[src/rtl/wdg_cfg_seq_pkg.sv]
// Shared types and constants for the watchdog configuration sequencer:
// command opcodes, sequencer states, register map offsets and unlock key.
package wdg_seq_pkg;

  typedef enum logic [1:0] {
    WR_CTRL = 2'd0,
    WR_PSCR = 2'd1,
    WR_CMP  = 2'd2,
    RD_STAT = 2'd3
  } op_t;

  typedef enum logic [2:0] {
    IDLE       = 3'd0,
    KEY_SETUP  = 3'd1,
    KEY_ACCESS = 3'd2,
    REG_SETUP  = 3'd3,
    REG_ACCESS = 3'd4,
    DONE       = 3'd5
  } state_t;

  // Byte offsets of the watchdog register file, relative to its base address.
  localparam logic [31:0] OFS_CTRL = 32'h0000_0000;
  localparam logic [31:0] OFS_PSCR = 32'h0000_0004;
  localparam logic [31:0] OFS_CNT  = 32'h0000_0008;
  localparam logic [31:0] OFS_CMP  = 32'h0000_000C;
  localparam logic [31:0] OFS_STAT = 32'h0000_0010;
  localparam logic [31:0] OFS_KEY  = 32'h0000_0014;

  // Unlock value; any other write to the watchdog re-locks it.
  localparam logic [31:0] KEY_VALUE = 32'h5F37_59DF;

  // Register offset targeted by a command opcode.
  function automatic logic [31:0] op_offset(input op_t op);
    logic [31:0] ofs;
    ofs = OFS_STAT;
    case (op)
      WR_CTRL: ofs = OFS_CTRL;
      WR_PSCR: ofs = OFS_PSCR;
      WR_CMP:  ofs = OFS_CMP;
      RD_STAT: ofs = OFS_STAT;
      default: ofs = OFS_STAT;
    endcase
    return ofs;
  endfunction

  // Opcodes that touch a register other than STAT need the key first.
  function automatic logic op_is_write(input op_t op);
    return (op != RD_STAT);
  endfunction

endpackage

[src/rtl/wdg_cfg_seq.sv]
// Watchdog configuration sequencer: turns register commands into APB4
// transfers, prefixing every register write with the unlock KEY write, and
// services watchdog reset-requests by reading STAT on its own.
module wdg_cfg_seq
  import wdg_seq_pkg::*;
#(
  parameter logic [31:0] BASE_ADDR = 32'h0000_0000,
  parameter int unsigned AUTO_CLR  = 1
) (
  input  logic        clk_i,
  input  logic        rst_n_i,
  // command / response
  input  logic        cmd_valid_i,
  output logic        cmd_ready_o,
  input  logic [1:0]  cmd_op_i,
  input  logic [31:0] cmd_data_i,
  output logic        rsp_valid_o,
  output logic [31:0] rsp_data_o,
  output logic        rsp_err_o,
  // watchdog reset-request
  input  logic        irq_i,
  output logic        irq_clr_o,
  // APB4 master
  output logic [31:0] paddr_o,
  output logic        psel_o,
  output logic        penable_o,
  output logic        pwrite_o,
  output logic [31:0] pwdata_o,
  input  logic [31:0] prdata_i,
  input  logic        pready_i,
  input  logic        pslverr_i,
  // debug view of the sequencer state
  output state_t      dbg_state
);

  state_t      state_q, state_d;
  op_t         op_q;
  logic [31:0] data_q;
  logic        auto_q;      // current transaction is an automatic STAT read
  logic        err_q;
  logic [31:0] rdata_q;
  logic        svc_hold_q;  // first IDLE after a service: irq not yet cleared

  logic        svc_req;
  logic        accept_cmd;
  logic        accept_svc;
  logic        reg_wr;
  logic        access_done;

  // The request is looked at only in IDLE, and not in the IDLE cycle right
  // after a service DONE, since the watchdog drops irq one cycle after clear.
  assign svc_req     = (AUTO_CLR != 0) && irq_i && !svc_hold_q;
  assign reg_wr      = op_is_write(op_q) && !auto_q;
  assign access_done = ((state_q == KEY_ACCESS) || (state_q == REG_ACCESS)) && pready_i;
  assign dbg_state   = state_q;

  // State register.
  always_ff @(posedge clk_i) begin
    if (!rst_n_i) state_q <= IDLE;
    else          state_q <= state_d;
  end

  // Next-state, handshake, APB drive and response outputs.
  always_comb begin
    state_d     = state_q;
    cmd_ready_o = 1'b0;
    accept_cmd  = 1'b0;
    accept_svc  = 1'b0;
    psel_o      = 1'b0;
    penable_o   = 1'b0;
    paddr_o     = 32'h0;
    pwrite_o    = 1'b0;
    pwdata_o    = 32'h0;
    rsp_valid_o = 1'b0;
    rsp_data_o  = 32'h0;
    rsp_err_o   = 1'b0;
    irq_clr_o   = 1'b0;
    case (state_q)
      IDLE: begin
        if (svc_req) begin
          accept_svc = rst_n_i;
          state_d    = REG_SETUP;
        end else begin
          cmd_ready_o = rst_n_i;
          if (cmd_valid_i && rst_n_i) begin
            accept_cmd = 1'b1;
            state_d    = op_is_write(op_t'(cmd_op_i)) ? KEY_SETUP : REG_SETUP;
          end
        end
      end
      KEY_SETUP, KEY_ACCESS: begin
        psel_o    = 1'b1;
        penable_o = (state_q == KEY_ACCESS);
        paddr_o   = BASE_ADDR + OFS_KEY;
        pwrite_o  = 1'b1;
        pwdata_o  = KEY_VALUE;
        if (state_q == KEY_SETUP) state_d = KEY_ACCESS;
        else if (pready_i)        state_d = REG_SETUP;
      end
      REG_SETUP, REG_ACCESS: begin
        psel_o    = 1'b1;
        penable_o = (state_q == REG_ACCESS);
        paddr_o   = BASE_ADDR + op_offset(op_q);
        pwrite_o  = reg_wr;
        pwdata_o  = reg_wr ? data_q : 32'h0;
        if (state_q == REG_SETUP) state_d = REG_ACCESS;
        else if (pready_i)        state_d = DONE;
      end
      DONE: begin
        if (auto_q) begin
          irq_clr_o = 1'b1;
        end else begin
          rsp_valid_o = 1'b1;
          rsp_data_o  = rdata_q;
          rsp_err_o   = err_q;
        end
        state_d = IDLE;
      end
      default: state_d = IDLE;
    endcase
  end

  // Command capture at the transfer; later changes on cmd_* are ignored.
  always_ff @(posedge clk_i) begin
    if (!rst_n_i) begin
      op_q   <= RD_STAT;
      data_q <= 32'h0;
      auto_q <= 1'b0;
    end else if (accept_svc) begin
      op_q   <= RD_STAT;
      data_q <= 32'h0;
      auto_q <= 1'b1;
    end else if (accept_cmd) begin
      op_q   <= op_t'(cmd_op_i);
      data_q <= cmd_data_i;
      auto_q <= 1'b0;
    end
  end

  // Response capture: error is sticky across KEY and REG accesses, read
  // data is taken at the completing REG access of a read.
  always_ff @(posedge clk_i) begin
    if (!rst_n_i) begin
      err_q   <= 1'b0;
      rdata_q <= 32'h0;
    end else if (accept_svc || accept_cmd) begin
      err_q   <= 1'b0;
      rdata_q <= 32'h0;
    end else begin
      if (access_done) err_q <= err_q | pslverr_i;
      if (access_done && (state_q == REG_ACCESS) && !reg_wr) rdata_q <= prdata_i;
    end
  end

  // Service hold-off for the IDLE cycle that follows a service DONE.
  always_ff @(posedge clk_i) begin
    if (!rst_n_i) svc_hold_q <= 1'b0;
    else          svc_hold_q <= (state_q == DONE) && auto_q;
  end

endmodule
[config.mk]
export PLATFORM = sky130hd
export DESIGN_NAME = wdg_cfg_seq
export DESIGN_NICKNAME = d
export VERILOG_FILES = /design/src/rtl/wdg_cfg_seq_pkg.sv /design/src/rtl/wdg_cfg_seq.sv
export SDC_FILE = /design/constraint.sdc
export NUM_CORES = 1
export LEC_CHECK = 0
export CAP_MARGIN = 20
export CORE_ASPECT_RATIO = 1.1
export CORE_MARGIN = 2
export CORE_UTILIZATION = 43
export CTS_BUF_LIST = sky130_fd_sc_hd__clkbuf_8
export DETAILED_ROUTE_END_ITERATION = 16
export PLACE_DENSITY = 0.83
export RECOVER_POWER = 50
export SLEW_MARGIN = 5
export SYNTH_ARGS = -nofsm -noshare
export SYNTH_HDL_FRONTEND = slang
export SYNTH_SLANG_ARGS = --single-unit
[constraint.sdc]
create_clock -name clk_i -period 2.1 [get_ports clk_i]
set_input_delay 0.525 -clock clk_i [delete_from_list [all_inputs] [get_ports clk_i]]
set_output_delay 0.525 -clock clk_i [all_outputs]
set_load 0.005 [all_outputs]
==> results.py <==
metrics = {
    "yosys": {
        "yosys-top-cells-area": "dfxtp_1 (37%), and2_1 (7.5%), a211oi_1 (6.3%)",
        "synth_top_area_share_pct": 36.7,
        "synth-async-reset-ratio_pct": 0,
        "ys_warn_count": 0,
        "syn_area_per_cell_um2": 8.26,
        "synth_cells": 475,
        "ys_seq_area_share_pct": 36.7,
        "synth_cell_types": 41,
        "synth_largest_area_cell": "dfxtp_1",
        "synth_edf_count": 0,
        "synth-seq-cells": 72,
        "synthesis.area_mm2": 0.00392,
        "yosys_most_used_dff": "dfxtp_1",
    },
    "status": {
        "violations": "setup timing",
        "status": "finished, violations left",
    },
    "cells_and_area": {
        "mostFrequentLayoutCells": "clkdlybuf4s50_1 (73), dfxtp_1 (68), buf_6 (49)",
        "mostFrequentLayoutCell": "clkdlybuf4s50_1",
        "final_core_util_pct": 70.2,
        "final_nets": 713,
        "diodes": 0,
        "drive_gt1_share_pct": 31.7,
        "area_growth_pct": 58.8,
    },
    "place": {
        "dp_worst_setup_slack_ns": -0.319,
        "port_buffers": 148,
        "post-dp-hpwl_um": 7670,
        "gp_congestion": 0.784,
    },
    "timing": {
        "drv_slew": 0,
        "fin_crit_sh_pct": 116,
        "rsz0062_at_grt": "yes",
        "worst_pin_slew_ns": 0.599,
        "relSlewSlack_pct": 59.0,
        "setup_slack_ns": -0.331,
        "finalSetupViolCount": 68,
        "fmax_mhz": 411,
        "hold_viol_final": 0,
        "period_minus_slack_ns": 2.43,
        "finClkSkew_ns": 0.00902,
    },
    "worst_setup_path": {
        "crit_family": "buffers and inverters",
        "critPathRequiredTime_ns": 1.57,
        "worst_setup_path_start_kind": "flop",
        "cp_slowest_cell": "or3b_4",
        "critical_path.max_stage_delay_ns": 0.41,
        "path_cells": "or3b_4 > a211oi_4 > buf_6 > buf_12 > buf_12 > a21o_1 > buf_2",
        "cp_max_fo": 5,
        "crit_type": "flop to output pin",
        "cp-end-kind": "output pin",
        "worst_ep_arrival_time_ns": 1.91,
        "crit_top_cell": "buf_12",
        "crit_buf_inv": 4,
    },
    "cts": {
        "clk_pin_slew_worst_paths_ns": 0.08,
        "hold_buffers": 0,
        "clock_path_buffers": 2,
        "cts_tree": "yes",
        "worstSkewPairLatency_ns": 0.34,
        "cts.sink_count": 72,
        "cts_inserted_buffers": 9,
        "h-tree-depth": 3,
        "cts_root_buffer": "clkbuf_8",
    },
    "detailed_routing": {
        "drtIter0Drc": 183,
        "vias": 4352,
        "wl_per_cell_um": 18.2,
        "routed_wirelength_um": 13800,
        "drt-vias-per-instance": 5.74,
        "drt_pre_antenna_iters": 5,
        "drcViolationCount": 0,
        "drtAntennaViolNets": 0,
    },
    "global_routing": {
        "grt_max_degree": 37,
        "grt-ovfl-total": 0,
        "grt_pass1_wl_um": 21500,
        "grtUsageTotal_pct": 27.0,
        "antenna_found_initial": 0,
        "grt_pass1_vias": 4273,
    },
    "job": {
        "drv_cap": 0,
    },
    "die": {
        "dieArea_mm2": 0.00991,
        "core_area_mm2": 0.00887,
        "rows": 36,
        "die_w_um": 95.1,
        "chipHeight_um": 104,
        "start_util_pct": 44.2,
        "io_pins": 178,
    },
    "power": {
        "total_power_mw": 4.03,
        "p_per_area_mw_per_mm2": 647,
        "ir_drop_mv": 0.371,
        "p_leak_nw": 2.54,
    },
    "worst_hold_path": {
        "min_path_type": "flop to flop",
    },
}
[state kept, by name (all words and copies together) (netlist names)]
| register | count |
|---|---|
| rdata_q | 32 |
| err_q | 1 |
| auto_q | 1 |
| dbg_state | 3 |
| svc_hold_q | 1 |
| op_q | 2 |
| data_q | 32 |
[worst reg2reg max path: stages, from the launching register on]
cell and delay, ns:
dfxtp_1 0.33, buf_6 0.13, buf_4 0.17, or3_1 0.51, buf_6 0.26, nor4_2 0.32
o21ai_0 0.15
[cells by family after synthesis]
group,share of synthesized area [%]
flops,36.7
xor+xnor,0.447
fa+ha+maj,0.893
simple gates,20.9
compound gates,28.2
buf+inv,12.7
other cells,0.0956
[where the power goes]
part           internal (mW)  switching (mW)  total [mW]
sequential              1.40          0.0214        1.42
combinational          0.598           0.621        1.22
clock                  0.853           0.541        1.39
total                   2.85            1.18        4.03
[cell usage after synthesis, drive strengths merged (2+ instances only)]
library cell  number
a2111oi            2
a211oi            34
a21boi             2
a21o              22
a21oi             34
and2              47
and3               2
buf               56
clkbuf            31
dfxtp             72
ha                 2
inv                3
nand2              5
nand2b             2
nand3             32
nand4             33
nor2               4
nor2b              2
nor3               3
o21a               3
o21ai             36
o31ai             33
or3                2
xnor2              2
[metrics by stage]
stage | setup TNS [ns] | cell area [µm²] | instances | hold WS, ns
2_1_floorplan | 0 | 4030 | 503 | 0.429
3_3_place_gp | -12.17 | 5560 | 712 | 0.445
3_5_place_dp | -14.40 | 5560 | 712 | 0.458
4_1_cts | -24.28 | 6280 | 762 | 0.472
5_1_grt | -20.40 | 6230 | 758 | 0.492
6_report | -15.56 | 6230 | 758 | 0.474
[final cells by class]
type | count | area [µm²]
sequential | 72 | 1450
clock inverter | 5 | 103
clock buffer | 11 | 151
fill | 665 | 2640
tap | 114 | 143
inverter | 3 | 11.3
timing repair buffer | 212 | 2110
multi-input combinational | 341 | 2260
[layer usage]
layer	vias up	track usage [%]	routed length, µm
li1	2009	-	-
met1	2098	32.6	5240
met2	226	46.4	7150
met3	19	7.32	1220
met4	0	7.56	189
met5	-	0	0
[repair_timing]
action	CTS	global route
setup buffers	29	3
setup endpoints to repair	74	75
gates cloned	7	1
pin swaps	38	10
resized for setup	379	20
[final timing paths]
kind | start | end | slack, ns | cells after the start
setup / recovery | dbg_state[2] | pwdata_o[26] | -0.33 | 7
hold / removal | data_q[23] | data_q[23] | 0.47 | 2
setup reg to reg | dbg_state[1] | op_q[1] | 0.09 | 6
hold reg to reg | data_q[23] | data_q[23] | 0.47 | 2
Note: power is estimated with default switching activity, not from simulation.
==> RTL edit (config.mk and constraints unchanged) <==
The parameter `AUTO_CLR` goes from 1 to 0.
--- a/src/rtl/wdg_cfg_seq.sv
+++ b/src/rtl/wdg_cfg_seq.sv
@@ -5,7 +5,7 @@
   import wdg_seq_pkg::*;
 #(
   parameter logic [31:0] BASE_ADDR = 32'h0000_0000,
-  parameter int unsigned AUTO_CLR  = 1
+  parameter int unsigned AUTO_CLR  = 0
 ) (
   input  logic        clk_i,
   input  logic        rst_n_i,
Check against the original RTL: not equivalent (Yosys sat finds a counterexample within 4 cycles, from zero or initial values and one cycle with rst_n_i low).
==> RTL edit against the unedited design <==
The flow still finishes with violations (setup timing). Sequential cell count is 2 lower. Via count is 17% lower. Routed wire length is 20% lower. Worst setup slack better by 0.12 ns. Largest power group unchanged. Power is 13% lower. First-iteration DRC count is 3.8% higher. Global-route usage is 4.5 points lower. Sequential share of layout area is 0.73 points higher. Non-clock buffer count is 14 lower. Cell area is 5.8% lower. Final cell count is 4.1% lower. Core utilization is 0.31 points higher. Synthesized area is 7.2% lower.
==> RTL edit: results (changes against the unedited design) <==
* DRT Wirelength at 11000 um (-20%)
* Final GP Congestion at 0.804 (+2.5%)
* Crit-path slowest cell: dfxtp_2
* R2r worst-path depth at 7 (+1)
* Tot GR Track Use at 0.225 (-0.0454)
* Peak supply drop at 0.512 mV (+38%)
* HPWL Detailed at 6550 um (-15%)
* Layout Cells excl Fill at 727 (-4.1%)
* NetSw at 951 uW (-20%)
* Synth Area in Adders at 0.00688 (-0.00205)
* Post-cts sizing count at 328 (-13%)
* Placement Setup Slack at -0.182 ns (+0.137 ns)
* Layout cells sized above 1 at 0.315 (-0.00184)
* DRT Pass-1 Iters at 4 (-1)
* Hold Path Depth at 2 (unchanged)
* First-pass GRT wire length at 16600 um (-23%)
* Crit path arrival time at 1.79 ns (-0.12 ns)
* Run status: complete, but fails checks
* Fillers at 621 (-6.6%)
* Synth Area in Compound Gates at 0.157 (-0.125)
* Mapped Cells at 441 (-7.2%)
* Worst Skew at 0.0120 ns (+0.00303 ns)
* Crit path max fanout at 8 (+3)
* Post-CTS setup buffers at 18 (-38%)
* Vias/cell at 4.96 (-14%)
* Synth area leaders: dfxtp_1, mux2i_1, and2_1
* Placed Instances at 683 (-4.1%)
* Sequential cell area fraction in the yosys report at 0.385 (+0.0177)
* DRC marker count from the first detailed-route iteration at 190 (+3.8%)
* XOR/XNOR share of the synthesized area at 0.00722 (+0.00275)
* Vias in the first global route at 3457 (-19%)
* Worst setup margin at -0.211 ns (+0.120 ns)
* Failing checks: setup timing
* Worst slew margin at 0.460 (-0.130)
* Final nets at 685 (-3.9%)
* Synth cell count leaders: dfxtp_1, and2_1, nand2_1
* Leak at 0.00286 uW (+13%)
* Yosys cell types at 35 (-15%)
* Port-buffer cells at 146 (-1.4%)
* Multiplexer share of the synthesized area at 0.0969 (+0.0969)
* Final setup vio count at 70 (+2.9%)
* Worst Hold Launch: data_q[29]
* Largest net degree at the start of global routing at 38 (+2.7%)
* CP max stage delay at 0.32 ns (-0.09 ns)
[RTL edit: final timing paths]
kind                                  endpoint  slack [ns]
worst min register to register      data_q[29]        0.47
worst max register to register      data_q[26]        0.02
worst min-delay path                data_q[29]        0.47
worst max-delay path            rsp_data_o[18]       -0.21
[RTL edit: kinds of logic (layout without fill, tap and decap cells)]
logic type,after synthesis,in the layout
AOI/OAI and AO/OA,96,96
and+or+nand+nor,131,131
DFF,70,70
other,1,30
xor gates and xnor gates,3,3
muxes,35,35
adders and majority gates,2,2
buffers and inverters,103,249
[RTL edit: power groups by stage]
| stage | Clock (uW) | Combinational [uW] | Sequential (uW) |
|---|---|---|---|
| detailed placement | 0 | 908 | 1470 |
| finish | 1120 | 929 | 1440 |
| floorplan | 0 | 423 | 1450 |
| CTS | 1150 | 879 | 1440 |
| global route | 1200 | 1010 | 1450 |
| global placement | 0 | 895 | 1460 |
[RTL edit: layer usage]
metal / global-route usage / wire, um / share of wire / up-vias
met5: 0 / 0 / 0 / -
met4: 0.0815 / 125 / 0.011 / 0
met3: 0.0628 / 922 / 0.084 / 16
met2: 0.400 / 5730 / 0.52 / 156
met1: 0.258 / 4230 / 0.38 / 1701
li1: - / - / - / 1733
[RTL edit: layout make-up]
class / count / area share
Tap cell: 111 / 0.0237
Timing Repair Buffer: 198 / 0.344
Multi-Input combinational cell: 297 / 0.335
Inverter: 35 / 0.0224
Clock inverter: 5 / 0.00981
Sequential cell: 70 / 0.239
Clock buffer: 11 / 0.0258
[RTL edit: metrics by stage]
step / setup TNS [ns] / utilization / area [um2]
floorplan: 0 / - / 3750
global placement: -8.17 / 0.626 / 5210
detailed placement: -10.15 / 0.626 / 5210
CTS: -12.87 / 0.673 / 5600
global route: -17.29 / 0.705 / 5870
finish: -9.03 / 0.705 / 5870
